File: config.mk
export PLATFORM = sky130hd
export DESIGN_NAME = prbs_sat_acc
export DESIGN_NICKNAME = d
export VERILOG_FILES = /design/src/rtl/prbs_sat_acc.sv
export SDC_FILE = /design/constraint.sdc
export NUM_CORES = 1
export LEC_CHECK = 0
export CAP_MARGIN = 20
export CELL_PAD_IN_SITES_DETAIL_PLACEMENT = 2
export CELL_PAD_IN_SITES_GLOBAL_PLACEMENT = 2
export CORE_MARGIN = 1.5
export CORE_UTILIZATION = 34
export CTS_CLUSTER_DIAMETER = 40
export CTS_CLUSTER_SIZE = 14
export DETAILED_ROUTE_END_ITERATION = 7
export PLACE_DENSITY_LB_ADDON = 0.2
export SYNTH_ARGS = -nofsm -noshare
export SYNTH_HDL_FRONTEND = slang
export SYNTH_SLANG_ARGS = --single-unit
File: constraint.sdc
create_clock -name iclk -period 2.93 [get_ports iclk]
set_input_delay 0.4395 -clock iclk [delete_from_list [all_inputs] [get_ports iclk]]
set_output_delay 0.4395 -clock iclk [all_outputs]
set_load 0.03 [all_outputs]
File: src/rtl/prbs_sat_acc.sv
// prbs_sat_acc: saturating accumulator used for the error and bit counters.
//   iclk, irst_n : clock, asynchronous active-low reset
//   iclkena      : clock enable, all state holds when low
//   iclr         : synchronous clear; combined with iadd_en it loads iadd
//   iadd_en      : add iadd to the running count this cycle
//   iadd         : value to accumulate
//   ocnt         : count, sticks at all-ones instead of wrapping
module prbs_sat_acc #(
    parameter int pCNT_W = 32,
    parameter int pADD_W = 4
) (
    input  logic              iclk,
    input  logic              irst_n,
    input  logic              iclkena,
    input  logic              iclr,
    input  logic              iadd_en,
    input  logic [pADD_W-1:0] iadd,
    output logic [pCNT_W-1:0] ocnt
);

    // Sum width covers whichever operand is wider; any bit above pCNT_W
    // means the result no longer fits and the counter saturates.
    localparam int cSUM_W = ((pCNT_W > pADD_W) ? pCNT_W : pADD_W) + 1;

    logic [pCNT_W-1:0] r_cnt;
    logic [pCNT_W-1:0] w_base;
    logic [pCNT_W-1:0] w_nxt;
    logic [cSUM_W-1:0] w_sum;

    always_comb begin
        w_base = iclr ? '0 : r_cnt;
        w_sum  = cSUM_W'(w_base) + cSUM_W'(iadd);
        w_nxt  = w_base;
        if (iadd_en) begin
            if (|w_sum[cSUM_W-1:pCNT_W]) begin
                w_nxt = '1;
            end else begin
                w_nxt = w_sum[pCNT_W-1:0];
            end
        end
    end

    always_ff @(posedge iclk or negedge irst_n) begin
        if (!irst_n) begin
            r_cnt <= '0;
        end else if (iclkena) begin
            r_cnt <= w_nxt;
        end
    end

    assign ocnt = r_cnt;

endmodule

==> qor.txt <==
status: complete, no violations
core box area: 7176 sq um
Critical Path RT: 3.10 ns
Overflow after GRT: 0
Routed Wire Length: 8781 um
Post-DP HPWL: 6435 um
vias per inst: 5.773
Die W: 88.66 um
fraction of registers with async set/reset: 1.000
area taken by multi-input logic gates: 1454 sq um
GRT Util Overall: 0.2415
hold path cells: 2
Routability Congestion: 0.8168
post-synth top area share: 0.3210
ys flop type: dfrtp_1
num rows: 31
mux cell area share after synthesis: 0.02457
Final Skew: 0.01338 ns
hold endpoint: ocnt[1]
HP Start: ocnt[1]
Final Power: 1.294 mW
Slew headroom: 0.6843
clock latency at the later pin of the worst-skew pair: 0.30 ns
pin count of the biggest net entering global routing: 33
crit path time final: 2.633 ns
vias in the first global route: 2535
Cell variety after synth: 70
first-pass GRT wire length: 14060 um
die area: 7861 sq um
syn_nets: 273
Hold Slack: 0.5541 ns
worst reg2reg path endpoint: ocnt[20]
maximum vdd drop: 0.1516 mV
top-level I/O count: 41
buffers added on ports: 40
Slew Viols, Final: 0
clock-pin slew on the worst setup and hold paths: 0.08 ns
CP Max Fanout: 8
Reg area: 800.8 sq um
area fraction in and, or, nand and nor cells after synthesis: 0.2894
post-cts sizing count: 0
layout cells sized above 1: 0.2006
1st-iter DRT viols: 114
synthesized area per cell: 9.633 sq um
antenna violations before repair: 0
Synth Area in Adders: 0.02808
reg2reg path depth: 9
area leader, netlist: dfrtp_1
total CTS buffers: 5
routed len/inst: 21.01 um
largest family of logic cells by synthesized area: simple AND/OR/NAND/NOR gates
CP Launch Type: input pin
Synth Area in Compound Gates: 0.2337
Worst-Margin Slew: 0.4736 ns
htree depth: 2
Mapped Cells: 259
Final setup viols: 0
starting density of the core: 0.3477
Area Overhead vs Synth: 26.53%
max FFs per register: 32
crit path kind: in -> reg
via count: 2413
unrepaired setup endpoints after global routing: false
ranking of synthesized cells by area: dfrtp_1, nand4_1, clkbuf_8, a21oi_1, nand3_1
CP Data Arrival Time: 2.81 ns
most frequent cells in the layout: clkdlybuf4s50_1, dfrtp_1, buf_4
antenna fix cells: 0
clock root cell: clkbuf_8
Yosys reg bits: 32
clock tree buffer depth: 2
first drt pass iteration count: 4
max-cap violations: 0
Power Dens Cells: 409.8 nW/um^2
CTS tree: built
drc violations: 0
Post-Syn Area: 2495 sq um
final net count: 332
post-place instance area: 3064 sq um
crit end category: register
FF-to-FF Start: ocnt[0]
Post-synth EDFFs: 0
postcts setup bufs: 0
r2r setup slk: 0.53 ns
cts hold-fix bufs: 0
Die H: 88.66 um
Seq/Total Area, Yosys: 0.3210
DRT antenna net count: 0
Sink Count: 32
final hold vios: 0
final cycle utilization of the critical path: 0.8985
hold crit path type: reg -> reg
fill count: 799
Post-Synth XOR/XNOR Area: 0.007021
Pleak: 1.318 nW
Max Clk Rate: 379.8 MHz
most common cell after layout, fill and taps aside: clkdlybuf4s50_1
Final Cell Area: 3157 sq um
number of synthesis warnings: 0
-- area by class of cell --
| cell class | count | area share |
|---|---|---|
| multi-input combinational | 194 | 0.4606 |
| sequential | 32 | 0.2537 |
| timing repair buffer | 71 | 0.2006 |
| tap | 99 | 0.03924 |
| clock buffer | 6 | 0.02616 |
| inverter | 14 | 0.01665 |
| clock inverter | 2 | 0.003171 |
-- critical path, stage by stage --
cell,delay [ns]
clkdlybuf4s50_1,0.57
nor2b_1,0.08
ha_1,0.21
fa_1,0.40
nand3_1,0.15
a21o_1,0.27
o41ai_4,0.13
buf_4,0.19
o21ai_0,0.23
o41ai_1,0.12
-- cell families after synthesis --
logic type	after synthesis
xor gates and xnor gates	2
DFF	32
AOI/OAI and AO/OA	74
buffers and inverters	33
and+or+nand+nor	107
muxes	6
adders and majority gates	5
-- how the worst max path moves through the flow --
stage / from / end / slack (ns) / cells past startpoint
6_report: iclr / ocnt[20] / 0.30 / 10
5_1_grt: iclr / ocnt[20] / 0.13 / 10
4_1_cts: iclr / ocnt[20] / 0.26 / 10
3_5_place_dp: iclr / ocnt[20] / -0.03 / 10
3_3_place_gp: iclr / ocnt[25] / 0.10 / 9
2_1_floorplan: iclr / ocnt[20] / 0.26 / 11
-- cell usage after synthesis (all sizes together) (7+ instances only) --
cell and instances:
a21oi 13, o21ai 8, nand3 14, nand2 14
o221ai 9, nor2b 8, inv 14, dfrtp 32
nor2 14, nor4 11, nand4 16, buf 7
clkbuf 11
-- power breakdown --
| part | switching, mW | internal [mW] | total (mW) |
|---|---|---|---|
| logic | 0.226 | 0.163 | 0.389 |
| clock network | 0.185 | 0.188 | 0.373 |
| registers | 0.0531 | 0.478 | 0.531 |
| total | 0.464 | 0.829 | 1.29 |
-- metrics by stage --
step,util,TNS [ns],setup WS (ns),instances
2_1_floorplan,-,0,0.2594,259
3_3_place_gp,0.4270,0,0.1000,410
3_5_place_dp,0.4270,-0.04201,-0.02639,410
4_1_cts,0.4399,0,0.2602,418
5_1_grt,0.4399,0,0.1296,418
6_report,0.4399,0,0.2973,418
-- metal layers --
layer  vias to the layer above  GRT usage  wire [um]
li1                       1119          -          -
met1                      1246     0.3122       4000
met2                        41     0.4174       4476
met3                         7    0.03918        194
met4                         0    0.06392        110
met5                         -          0          0
Note: power is estimated with default switching activity, not from simulation.
